`src/rtl/xadc_drp_responder.sv`:
```
// XADC DRP responder: a two-channel conversion sequencer (voltage, then current)
// fed from AXI-Stream samples, with a fixed-latency DRP register port.
module xadc_drp_responder #(
  parameter logic [6:0] VOLTAGE_ADDR = 7'h14,
  parameter logic [6:0] CURRENT_ADDR = 7'h1C,
  parameter logic [6:0] CFG_ADDR     = 7'h41,
  parameter int         CONV_CYCLES  = 26,
  parameter int         DRP_LATENCY  = 2,
  parameter int         SEQ_GAP      = 4
) (
  input  logic        xadc_dclk,
  input  logic        xadc_reset_n,
  input  logic [6:0]  xadc_daddr,
  input  logic        xadc_den,
  input  logic        xadc_dwe,
  input  logic [15:0] xadc_di,
  output logic        xadc_drdy,
  output logic [15:0] xadc_do,
  output logic        xadc_eoc,
  output logic        xadc_eos,
  output logic        xadc_busy,
  output logic [4:0]  xadc_channel,
  input  logic [15:0] voltage_tdata,
  input  logic        voltage_tvalid,
  output logic        voltage_tready,
  input  logic [15:0] current_tdata,
  input  logic        current_tvalid,
  output logic        current_tready
);

  localparam logic [1:0] S_GAP    = 2'd0;
  localparam logic [1:0] S_CONV_V = 2'd1;
  localparam logic [1:0] S_CONV_I = 2'd2;

  localparam logic [7:0] CONV_LAST = 8'(CONV_CYCLES - 1);
  localparam logic [7:0] GAP_LAST  = (SEQ_GAP == 0) ? 8'd0 : 8'(SEQ_GAP - 1);
  localparam logic [3:0] LAT       = 4'(DRP_LATENCY);

  logic [1:0]  state_q, state_d;
  logic [7:0]  cnt_q, cnt_d;
  logic [15:0] pend_v_q, pend_i_q, res_v_q, res_i_q, cfg_q;
  logic        eoc_q, eos_q;
  logic [4:0]  chan_q;
  logic        outst_q;
  logic [3:0]  lat_q;
  logic [15:0] rdata_q;

  logic        hold, conv_last, accept, drdy_w;
  logic [15:0] rd_mux;

  assign hold      = cfg_q[0];
  assign conv_last = (state_q != S_GAP) && (cnt_q == CONV_LAST);

  always_comb begin
    state_d = state_q;
    cnt_d   = cnt_q + 8'd1;
    case (state_q)
      S_GAP: begin
        // Hold keeps the gap counter parked so a full gap follows its release.
        if (hold) begin
          cnt_d = 8'd0;
        end else if (SEQ_GAP == 0 || cnt_q == GAP_LAST) begin
          state_d = S_CONV_V;
          cnt_d   = 8'd0;
        end
      end
      S_CONV_V: begin
        if (conv_last) begin
          state_d = S_CONV_I;
          cnt_d   = 8'd0;
        end
      end
      S_CONV_I: begin
        if (conv_last) begin
          state_d = (SEQ_GAP == 0 && !hold) ? S_CONV_V : S_GAP;
          cnt_d   = 8'd0;
        end
      end
      default: begin
        state_d = S_GAP;
        cnt_d   = 8'd0;
      end
    endcase
  end

  assign xadc_busy      = (state_q != S_GAP);
  assign voltage_tready = (state_q == S_CONV_V) && (cnt_q == 8'd0);
  assign current_tready = (state_q == S_CONV_I) && (cnt_q == 8'd0);
  assign xadc_eoc       = eoc_q;
  assign xadc_eos       = eos_q;
  assign xadc_channel   = chan_q;

  always_ff @(posedge xadc_dclk or negedge xadc_reset_n) begin
    if (!xadc_reset_n) begin
      state_q  <= S_GAP;
      cnt_q    <= 8'd0;
      pend_v_q <= 16'h0000;
      pend_i_q <= 16'h0000;
      res_v_q  <= 16'h0000;
      res_i_q  <= 16'h0000;
      eoc_q    <= 1'b0;
      eos_q    <= 1'b0;
      chan_q   <= 5'd0;
    end else begin
      state_q <= state_d;
      cnt_q   <= cnt_d;
      if (voltage_tready && voltage_tvalid) pend_v_q <= voltage_tdata;
      if (current_tready && current_tvalid) pend_i_q <= current_tdata;
      eoc_q <= conv_last;
      eos_q <= conv_last && (state_q == S_CONV_I);
      if (conv_last) begin
        if (state_q == S_CONV_V) begin
          res_v_q <= pend_v_q;
          chan_q  <= VOLTAGE_ADDR[4:0];
        end else begin
          res_i_q <= pend_i_q;
          chan_q  <= CURRENT_ADDR[4:0];
        end
      end
    end
  end

  // Read data is captured at accept, so a same-edge result update is not visible.
  always_comb begin
    rd_mux = 16'h0000;
    if (xadc_daddr == VOLTAGE_ADDR)      rd_mux = res_v_q;
    else if (xadc_daddr == CURRENT_ADDR) rd_mux = res_i_q;
    else if (xadc_daddr == CFG_ADDR)     rd_mux = cfg_q;
  end

  assign accept    = xadc_den && !outst_q;
  assign drdy_w    = outst_q && (lat_q == LAT);
  assign xadc_drdy = drdy_w;
  assign xadc_do   = drdy_w ? rdata_q : 16'h0000;

  always_ff @(posedge xadc_dclk or negedge xadc_reset_n) begin
    if (!xadc_reset_n) begin
      outst_q <= 1'b0;
      lat_q   <= 4'd0;
      rdata_q <= 16'h0000;
      cfg_q   <= 16'h0000;
    end else if (accept) begin
      outst_q <= 1'b1;
      lat_q   <= 4'd1;
      rdata_q <= xadc_dwe ? 16'h0000 : rd_mux;
      if (xadc_dwe && xadc_daddr == CFG_ADDR) cfg_q <= xadc_di;
    end else if (outst_q) begin
      // The request stays outstanding through its drdy cycle.
      if (drdy_w) outst_q <= 1'b0;
      else        lat_q   <= lat_q + 4'd1;
    end
  end

endmodule

```
`config.mk`:
```
export PLATFORM = sky130hd
export DESIGN_NAME = xadc_drp_responder
export DESIGN_NICKNAME = d
export VERILOG_FILES = /design/src/rtl/xadc_drp_responder.sv
export SDC_FILE = /design/constraint.sdc
export NUM_CORES = 1
export LEC_CHECK = 0
export BUFFER_PORTS_ARGS = -buffer_cell sky130_fd_sc_hd__buf_2
export CAP_MARGIN = 5
export CELL_PAD_IN_SITES_DETAIL_PLACEMENT = 1
export CELL_PAD_IN_SITES_GLOBAL_PLACEMENT = 1
export CORE_ASPECT_RATIO = 1.5
export CORE_MARGIN = 4
export CORE_UTILIZATION = 49
export DETAILED_ROUTE_END_ITERATION = 7
export GPL_TIMING_DRIVEN = 1
export PLACE_DENSITY_LB_ADDON = 0.25
export SETUP_SLACK_MARGIN = 0.02
export SLEW_MARGIN = 20
export SYNTH_ARGS = -nofsm -noshare
export SYNTH_HDL_FRONTEND = slang
export SYNTH_SLANG_ARGS = --single-unit
```
`constraint.sdc`:
```
create_clock -name xadc_dclk -period 4.3 [get_ports xadc_dclk]
set_clock_uncertainty 0.2 [all_clocks]
set_input_delay 0.43 -clock xadc_dclk [delete_from_list [all_inputs] [get_ports xadc_dclk]]
set_output_delay 0.43 -clock xadc_dclk [all_outputs]
set_load 0.05 [all_outputs]
```
==> impl_metrics.tcl, run 1 <==
set metrics [dict create \
    critical_path.startpoint_type "flip-flop" \
    hold_path.class "input pin to flip-flop" \
    clock_tree.root_cell "clkbuf_16" \
    groute.usage.overall_pct 23.0 \
    holdCritStartpoint "voltage_tdata[7]" \
    clock_sinks 115 \
    grt_pass1_vias 3918 \
    power.static_leakage_nw 3.14 \
    finalWeightedCongestion 0.776 \
    synthAdderAreaFrac_pct 2.44 \
    clk_transition_reported_paths_ps 50 \
    power_w 0.00340 \
    timing_max_transition_violations_final 0 \
    period_share_pct 79.9 \
    timing.max_slew.rel_slack_pct 35.5 \
    cts.repair.resized 0 \
    num_io_pins 88 \
    cp_num_buf_inv 2 \
    rsz0062_at_grt "no" \
    core-area_um2 10200 \
    irDropWorstVdd_mv 0.279 \
    crit_fanout 17 \
    synth_simple_gate_area_share_pct 9.35 \
    grt_overflow 0 \
    drive_gt1_share_pct 36.2 \
    synth_area_per_cell_um2 13.1 \
    vias 3434 \
    num-fill-cells 1037 \
    synth_top_family_by_area "multiplexers" \
    drc 0 \
    cts_tree "built" \
    drt-pass1-iter-count 4 \
    crit-reg2reg-capture "rdata_q[12]" \
    highest-signal-layer "met4" \
    antenna_violating_nets_post_route 0 \
    seqCellArea_um2 2880 \
    max-cap-violations 0 \
    synthDistinctLibCells 45 \
    min_path_cells 2 \
    later_pin_clock_latency_in_the_skew_report_ps 410 \
    final_hold_viol_count 0 \
    syn_inst 390 \
    nNetsFinal 551 \
    status "finished, final reports clean" \
    wl_met1_um 5220 \
    proportion_of_synthesized_area_in_mux_cells_pct 21.5 \
    timing.critical_path.required_ps 3670 \
    post_cts_setup_buffer_count 0 \
    synth_seq_area_share_pct 56.1 \
    numPortBuffers 85 \
    floorplan.rows 45 \
    wl_met2_um 7070 \
    number_of_flops_mapped_to_enable_cells_by_yosys 0 \
    detailedPlacementHpwl_um 8470 \
    finalSetupViolCount 0 \
    insertedDiodeCount 0 \
    synth_compound_gate_area_share_pct 5.10 \
    asyncSetResetFlopFracSynth_pct 100 \
    cpPeakStageDelay_ps 750 \
    grt_antenna_before_repair 0 \
    flow.area_growth_from_synthesis_pct 20.9 \
    crit_slowest_cell "nor2_1" \
    floorplan.die_area_um2 12200 \
    die_span_x_um 91.5 \
    drt_first_iter_violations 140 \
    cp_cell_sequence "inv_1 > ha_1 > or3b_2 > nor2_1 > and2_1 > buf_2" \
    initial_utilization_pct 50.3 \
    via_per_inst 5.42 \
    cts-root-to-sink-buffers 2 \
    fmax_ghz 0.291 \
    arrival_ps 2810 \
    r2r_start "outst_q" \
    grt_pass1_wl_um 21400 \
    detailed_route_wirelength_on_metal3_um 484 \
    synth_flop_cell "dfrtp_1" \
    worst-r2r-setup-slack_ps 1150 \
    max_slew.worst_pin.slew_ps 959 \
    fin_crit_ps 3440 \
    avgRoutedWirePerCell_um 20.6 \
    synth.yosys.warnings 0 \
    timing.critical_path.max_delay_family "simple AND/OR/NAND/NOR gates" \
    area_occupied_by_multi_input_gates_um2 2040 \
    netlist_area_um2 5130 \
    setup_tns_ps 0 \
    grt_start_max_net_pins 60 \
    die-height_um 133 \
    worstRegToRegCells 4 \
    h-tree-depth 4 \
    cts_made_buffers 17 \
    worstSetupPathType "flip-flop to output pin" \
    critPathCaptureType "output pin" \
    ys_ff_latch 115 \
    timing.hold.worst_endpoint "pend_v_q[7]" \
    power.density_nw_per_um2 548 \
    finalWirelength_um 13100 \
    cts_hold_buffers 2 \
    synth-xor-area-share_pct 1.20 \
]
==> registers in the layout (all words and copies together) (netlist names), 2 cells and up <==
| name | flops |
|---|---|
| xadc_channel | 2 |
| cnt_q | 8 |
| rdata_q | 16 |
| state_q | 2 |
| pend_i_q | 16 |
| pend_v_q | 16 |
| lat_q | 4 |
| cfg_q | 16 |
| res_i_q | 16 |
| res_v_q | 16 |
==> kinds of logic (layout without fill, tap and decap cells) <==
kind of cell / Yosys count / after routing
XOR/XNOR: 7 / 7
adder cells (fa/ha/maj): 10 / 10
AND/OR/NAND/NOR: 86 / 86
AO/OA/AOI/OAI: 36 / 36
multiplexers: 96 / 96
other: 1 / 2
flip-flops: 115 / 115
buffers and inverters: 39 / 140
==> cell usage in the layout (no fill, tap or decap), drive strengths merged, types with 2 or more instances in the layout <==
master       count
and2            19
o31ai            4
conb             2
nand2b           2
xor2             4
o21ai            4
and3             5
a2bb2oi          4
dlygate4sd3      2
mux2            82
nor2            17
mux2i           14
clkbuf          27
inv             19
nand4            3
buf             88
xnor2            3
o221ai          12
a21oi            8
dfrtp          115
clkinv           3
ha              10
nand3            6
nand2           22
nor4             2
==> synthesized netlist by cell type (all sizes together) (5+ instances only) <==
cell    instances  area share [%]
and2           19             2.3
mux2           82              19
dfrtp         115              56
nor2           17             1.2
clkbuf          7            0.51
a21oi           8            0.78
inv            19             1.4
nand3           6            0.59
and3            5            0.61
nand2          22             1.8
ha             10             2.4
o221ai         12             2.1
buf            13             2.3
mux2i          14             2.7
==> worst max-delay path by stage <==
stage | from | endpoint | slack (ps) | depth (start not counted)
6_report | lat_q[0] | xadc_do[14] | 860 | 6
3_3_place_gp | lat_q[0] | xadc_do[1] | 1360 | 6
3_5_place_dp | lat_q[0] | xadc_do[5] | 1270 | 6
2_1_floorplan | lat_q[0] | xadc_do[10] | 1270 | 6
4_1_cts | lat_q[0] | xadc_do[14] | 840 | 6
5_1_grt | lat_q[0] | xadc_do[8] | 650 | 6
==> routing by layer <==
layer | track usage (%) | vias to the layer above
met5 | 0 | -
met4 | 8.56 | 0
met3 | 6.05 | 23
met2 | 40.7 | 87
met1 | 26.3 | 1786
li1 | - | 1538
==> where the power goes <==
group	switching [W]	internal, W
Sequential	0.000155	0.00128
Clock	0.000466	0.000880
Combinational	0.000344	0.000269
Total	0.000965	0.00243
==> final cells by class <==
| cell class | count | share of cell area, % |
|---|---|---|
| clock buffer | 27 | 8.44 |
| clock inverter | 4 | 0.727 |
| inverter | 19 | 1.15 |
| multi-input combinational | 237 | 32.8 |
| sequential | 115 | 46.4 |
| tap | 141 | 2.85 |
| timing repair buffer | 90 | 7.59 |
==> through the flow <==
| step | setup slack, ps | utilization, % | instance area, µm² | hold slack (ps) | instances |
|---|---|---|---|---|---|
| 2_1_floorplan | 1270 | - | 5130 | -65.6 | 391 |
| 3_3_place_gp | 1360 | 55.1 | 5610 | 257 | 600 |
| 3_5_place_dp | 1270 | 55.1 | 5610 | 265 | 600 |
| 4_1_cts | 838 | 60.8 | 6200 | 28.4 | 633 |
| 5_1_grt | 653 | 60.8 | 6200 | 31.9 | 633 |
| 6_report | 864 | 60.8 | 6200 | 39.9 | 633 |
Power figures use the tool's default switching activity.
==> inputs of run 2 (changes only) <==
--- a/config.mk
+++ b/config.mk
@@ -5,13 +5,14 @@
 export SDC_FILE = /design/constraint.sdc
 export NUM_CORES = 1
 export LEC_CHECK = 0
+export ABC_AREA = 1
 export BUFFER_PORTS_ARGS = -buffer_cell sky130_fd_sc_hd__buf_2
 export CAP_MARGIN = 5
 export CELL_PAD_IN_SITES_DETAIL_PLACEMENT = 1
 export CELL_PAD_IN_SITES_GLOBAL_PLACEMENT = 1
 export CORE_ASPECT_RATIO = 1.5
 export CORE_MARGIN = 4
-export CORE_UTILIZATION = 49
+export CORE_UTILIZATION = 38
 export DETAILED_ROUTE_END_ITERATION = 7
 export GPL_TIMING_DRIVEN = 1
 export PLACE_DENSITY_LB_ADDON = 0.25
==> constraint.sdc (replaced) <==
create_clock -name xadc_dclk -period 3.11 [get_ports xadc_dclk]
set_clock_uncertainty 0.2 [all_clocks]
set_input_delay 0.311 -clock xadc_dclk [delete_from_list [all_inputs] [get_ports xadc_dclk]]
set_output_delay 0.311 -clock xadc_dclk [all_outputs]
set_load 0.05 [all_outputs]
==> run 2 against run 1 <==
  * Total power rose by 16%
  * Flip-flop and latch count did not move
  * Area after synthesis rose by 8.4%
  * Design area rose by 16%
  * Setup slack got worse by 310 ps
  * Non-clock buffer count rose by 53
  * Global-route usage fell by 2.8 points
==> impl_metrics.tcl, run 2 <==
set metrics [dict create \
    floorplan.rows 53 \
    grt_start_max_net_pins 61 \
    fin_crit_ps 2560 \
    synth_flop_cell "dfrtp_1" \
    h-tree-depth 4 \
    detailedPlacementHpwl_um 11200 \
    grt_antenna_before_repair 2 \
    drt-pass1-iter-count 4 \
    clk_transition_reported_paths_ps 50 \
    groute.usage.overall_pct 20.1 \
    synthDistinctLibCells 31 \
    period_share_pct 82.4 \
    clock_sinks 115 \
    drive_gt1_share_pct 16.9 \
    power.density_nw_per_um2 550 \
    timing.critical_path.required_ps 2600 \
    grt_pass1_wl_um 26600 \
    rsz0062_at_grt "no" \
    clock_tree.root_cell "clkbuf_16" \
    worstSetupPathType "flip-flop to output pin" \
    final_hold_viol_count 0 \
    asyncSetResetFlopFracSynth_pct 100 \
    most-common-layout-cells "nand2_1 (276), dfrtp_1 (115), buf_2 (84)" \
    layout.cells.most_common "nand2_1" \
    num_io_pins 88 \
    die-height_um 156 \
    antenna_violating_nets_post_route 0 \
    finalWeightedCongestion 0.791 \
    synth.top_cell.area_share_pct 51.8 \
    synth_area_per_cell_um2 7.96 \
    cts_tree "built" \
    avgRoutedWirePerCell_um 15.3 \
    max_slew.worst_pin.slew_ps 875 \
    vias 5022 \
    max-cap-violations 0 \
    numPortBuffers 85 \
    floorplan.die_area_um2 16700 \
    timing.max_slew.rel_slack_pct 41.3 \
    syn_inst 698 \
    finalWirelength_um 15700 \
    via_per_inst 4.89 \
    worstRegToRegCells 10 \
    netlist_top_cells_area "dfrtp_1 (52%), nand2_1 (19%), nand3_1 (5.0%)" \
    power.static_leakage_nw 3.91 \
    number_of_flops_mapped_to_enable_cells_by_yosys 0 \
    area_occupied_by_multi_input_gates_um2 2220 \
    die_span_x_um 107 \
    status "finished, final reports clean" \
    synthTopCellsByCount "nand2_1 (276), dfrtp_1 (115), inv_1 (72)" \
    cts_made_buffers 17 \
    nNetsFinal 896 \
    critical_path.startpoint_type "flip-flop" \
    insertedDiodeCount 0 \
    timing_max_transition_violations_final 0 \
    critPathCaptureType "output pin" \
    synth.yosys.warnings 0 \
    arrival_ps 2050 \
    drt_first_iter_violations 133 \
    initial_utilization_pct 39.1 \
    later_pin_clock_latency_in_the_skew_report_ps 410 \
    finalSetupViolCount 0 \
    grt_pass1_vias 5414 \
    core-area_um2 14200 \
    cts-root-to-sink-buffers 2 \
    crit_fanout 19 \
    yosysMostFrequentCell "nand2_1" \
    hold_path.class "input pin to flip-flop" \
    grt_overflow 0 \
    post_route_insts_no_fill 1027 \
    flow.area_growth_from_synthesis_pct 29.5 \
    drc 0 \
    seqCellArea_um2 2880 \
    setup_tns_ps 0 \
    placedCellCount 950 \
    num-fill-cells 1774 \
    finalCoreUtilization_pct 50.7 \
    most_area_hungry_cell_type_in_the_yosys_netlist "dfrtp_1" \
    irDropWorstVdd_mv 0.315 \
    netlist_area_um2 5560 \
    min_path_cells 3 \
    fmax_ghz 0.390 \
    ys_ff_latch 115 \
    synth_seq_area_share_pct 51.8 \
]
==> run 2: changes by cell type after synthesis, moves of 14 or more <==
cell | before | now
and2_1 | 19 | 1
inv_1 | 19 | 72
mux2_1 | 25 | 0
mux2_2 | 47 | 0
mux2i_1 | 14 | 0
nand2_1 | 21 | 276
nand3_1 | 6 | 55
nand4_1 | 3 | 34
nor2_1 | 17 | 32
o211ai_1 | 0 | 16
==> run 2: final timing paths <==
path / startpoint / slack (ps) / to
setup reg to reg: state_q[0] / 850 / res_i_q[2]
hold / removal: xadc_di[8] / 0.3 / cfg_q[8]
max in group asynchronous: xadc_reset_n / 1610 / res_i_q[10]
min in group asynchronous: xadc_reset_n / 300 / pend_v_q[8]
setup / recovery: state_q[1] / 550 / voltage_tready
hold reg to reg: pend_i_q[7] / 270 / pend_i_q[7]
==> run 2: cell type report <==
class                   instances  area share (%)
clock buffers                  24            6.97
inverters                      77            4.02
repair buffers                143            13.8
well taps                     192            3.34
flip-flops and latches        115            40.0
clock inverters                 5            1.04
multi-input cells             471            30.8
==> run 2: worst max-delay path, cell delays in order, from the launching register on <==
cell	delay [ps]
dfrtp_1	420
inv_1	130
ha_1	150
buf_4	250
inv_1	140
nor3_1	230
buf_2	300
==> run 2: cells by family (layout without fill, tap and decap cells) <==
family | after synthesis | count (layout) | synth area share [%]
other cells | 1 | 2 | 0.0675
xor+xnor | 5 | 5 | 0.788
simple gates | 417 | 417 | 32.6
fa+ha+maj | 10 | 10 | 2.25
flops | 115 | 115 | 51.8
buf+inv | 113 | 249 | 8.36
compound gates | 37 | 37 | 4.10
==> run 2: what timing repair did <==
action,in CTS,in global routing
hold endpoints to repair,102,0
gates resized for setup,0,0
setup buffers,0,0
hold buffers,48,0
==> run 2: layer usage <==
layer	wire length (µm)	share of wire [%]	GRT usage, %	up-vias
li1	-	-	-	2456
met1	6120	39	21.7	2427
met2	8570	54	37.3	92
met3	505	3.2	4.93	43
met4	511	3.2	8.10	4
met5	20	0.13	0	-
==> run 2: through the flow <==
step                total power, W  hold slack [ps]  cell area [µm²]  setup WS, ps
floorplan                  0.00187             -185             5560          68.9
global placement           0.00201              219             6140           850
detailed placement         0.00204              232             6140           820
CTS                        0.00400             10.4             7200           512
global route               0.00414             20.0             7200           414
finish                     0.00395            0.295             7200           549
==> run 2: where the power goes <==
part           switching [W]  internal (W)  total [W]
clock               0.000638       0.00127    0.00190
combinational       0.000273      0.000156   0.000430
sequential         0.0000504       0.00157    0.00162
==> inputs of run 3 (changes only) <==
==> constraint.sdc (replaced) <==
create_clock -name xadc_dclk -period 2.26 [get_ports xadc_dclk]
set_clock_uncertainty 0.2 [all_clocks]
set_input_delay 0.226 -clock xadc_dclk [delete_from_list [all_inputs] [get_ports xadc_dclk]]
set_output_delay 0.226 -clock xadc_dclk [all_outputs]
set_load 0.05 [all_outputs]
==> run 3 against run 2 <==
  * Count of clock-buffer cells in the layout is 3 lower
  * Combinational power is 83% higher
  * Sequential share of layout area is 2.0 points lower
  * Worst hold slack better by 32 ps
  * Global-route usage is 0.35 points higher
  * Setup slack worse by 480 ps
  * Utilization is 2.7 points higher
  * Via count is 0.28% higher
  * Routed wire length is 2.5% higher
  * Critical path depth is 1 higher
  * Sequential power is 38% higher
  * Highest routed layer is now met4
==> impl_metrics.tcl, run 3 (synthesis gave the netlist of run 2 again) <==
set metrics [dict create \
    status "finished, final reports clean" \
    critPathCaptureType "output pin" \
    arrival_ps 1760 \
    num_io_pins 88 \
    finalWeightedCongestion 0.785 \
    hold_path.class "input pin to flip-flop" \
    highest-signal-layer "met4" \
    power_w 0.00571 \
    h-tree-depth 4 \
    numPortBuffers 85 \
    detailedPlacementHpwl_um 11200 \
    floorplan.die_area_um2 16700 \
    power.density_nw_per_um2 753 \
    wl_met2_um 9080 \
    cts_made_buffers 17 \
    grt_overflow 0 \
    layout.cells.most_common "nand2_1" \
    most-common-layout-cells "nand2_1 (276), dfrtp_1 (115), inv_1 (70)" \
    grt_start_max_net_pins 54 \
    worstSetupPathType "flip-flop to output pin" \
    timing.critical_path.max_delay_family "flip-flops" \
    nNetsFinal 908 \
    drc 0 \
    finalSetupViolCount 0 \
    timing.max_slew.rel_slack_pct 61.9 \
    postLayoutSetupSlackWorst_ps 71.0 \
    critical_path.startpoint_type "flip-flop" \
    flow.area_growth_from_synthesis_pct 36.5 \
    cts_tree "built" \
    insertedDiodeCount 0 \
    crit_slowest_cell "dfrtp_1" \
    initial_utilization_pct 39.1 \
    core-area_um2 14200 \
    drt-pass1-iter-count 5 \
    avgRoutedWirePerCell_um 15.5 \
    power.static_leakage_nw 4.02 \
    clock_tree.root_cell "clkbuf_16" \
    wl_met1_um 6240 \
    cp_num_buf_inv 3 \
    max_slew.worst_pin.slew_ps 571 \
    cp_cell_sequence "ha_4 > nand3_4 > nor2_4 > inv_2 > clkbuf_16 > nor2_4 > buf_4" \
    timing_max_transition_violations_final 0 \
    clk_transition_reported_paths_ps 50 \
    fin_hold_ws_ps 32.5 \
    final_hold_viol_count 0 \
    later_pin_clock_latency_in_the_skew_report_ps 410 \
    groute.usage.overall_pct 20.5 \
    die_span_x_um 107 \
    finalWirelength_um 16100 \
    die-height_um 156 \
    timing.critical_path.mode_cell "nor2_4" \
    grt_pass1_vias 5659 \
    floorplan.rows 53 \
    worst_setup_slack_after_placement_ps 250 \
    setup_tns_ps 0 \
    crit_fanout 8 \
    max-cap-violations 0 \
    grt_antenna_before_repair 0 \
    cpPeakStageDelay_ps 450 \
    finalCoreUtilization_pct 53.4 \
    fin_crit_ps 2190 \
    fmax_ghz 0.457 \
    vias 5036 \
    timing.critical_path.required_ps 1830 \
    cts-root-to-sink-buffers 2 \
    clock_sinks 115 \
    drive_gt1_share_pct 20.9 \
    antenna_violating_nets_post_route 0 \
    via_per_inst 4.83 \
    period_share_pct 96.9 \
    drt_first_iter_violations 129 \
    detailed_route_wirelength_on_metal3_um 426 \
    irDropWorstVdd_mv 0.495 \
    grt_pass1_wl_um 26900 \
]
-- run 3: changes by cell type in the layout (fill, tap and decap cells not counted), sizes merged --
cell	previous run	this run
buf	95	105
bufinv	2	3
clkbuf	24	22
clkinv	4	9
dlygate4sd3	48	49
-- run 3: timing repair --
item                                    in CTS  in global routing
buffers inserted                             1                  0
hold buffers                                49                  0
resized for setup                           27                 17
endpoints found under the setup margin      16                 33
pin swaps                                    0                  2
endpoints found under the hold margin      163                  0
gates cloned                                 0                  1
-- run 3: layer usage --
layer  vias to the layer above  track usage (%)
li1                       2476                -
met1                      2456             22.7
met2                        77             38.1
met3                        27             4.10
met4                         0             8.04
met5                         -                0
-- run 3: report_power, final --
group / internal [W] / switching [W] / total [W] / leakage (nW)
clock network: 0.00178 / 0.000919 / 0.00269 / 0.300
registers: 0.00216 / 0.0000715 / 0.00223 / 1.52
logic: 0.000305 / 0.000482 / 0.000787 / 2.20
-- run 3: layout make-up --
cell class	instances	area [µm²]
Clock buffer	21	460
Clock inverter	11	134
Fill cell	1735	6610
Inverter	77	289
Multi-Input combinational cell	471	2350
Sequential cell	115	2880
Tap cell	192	240
Timing Repair Buffer	155	1230
-- run 3: final timing paths --
kind | from | to | slack [ps] | cells past startpoint
max | lat_q[1] | xadc_do[5] | 70 | 7
min | current_tvalid | pend_i_q[15] | 30 | 3
max reg2reg | state_q[0] | cnt_q[7] | 220 | 10
min reg2reg | pend_i_q[11] | pend_i_q[11] | 270 | 2
max in group asynchronous | xadc_reset_n | cfg_q[13] | 1250 | 3
min in group asynchronous | xadc_reset_n | pend_v_q[7] | 40 | 2
-- run 3: tightest hold or removal path, stage by stage --
cell and delay, ps:
buf_2 200, nand4_1 130, nand2_1 50
-- run 3: per-stage QoR --
stage	cell area, µm²	std cells
after CTS	7500	1041
after floorplan	5670	699
after detailed placement	6330	959
after global placement	6330	959
final	7580	1042
after global routing	7580	1042
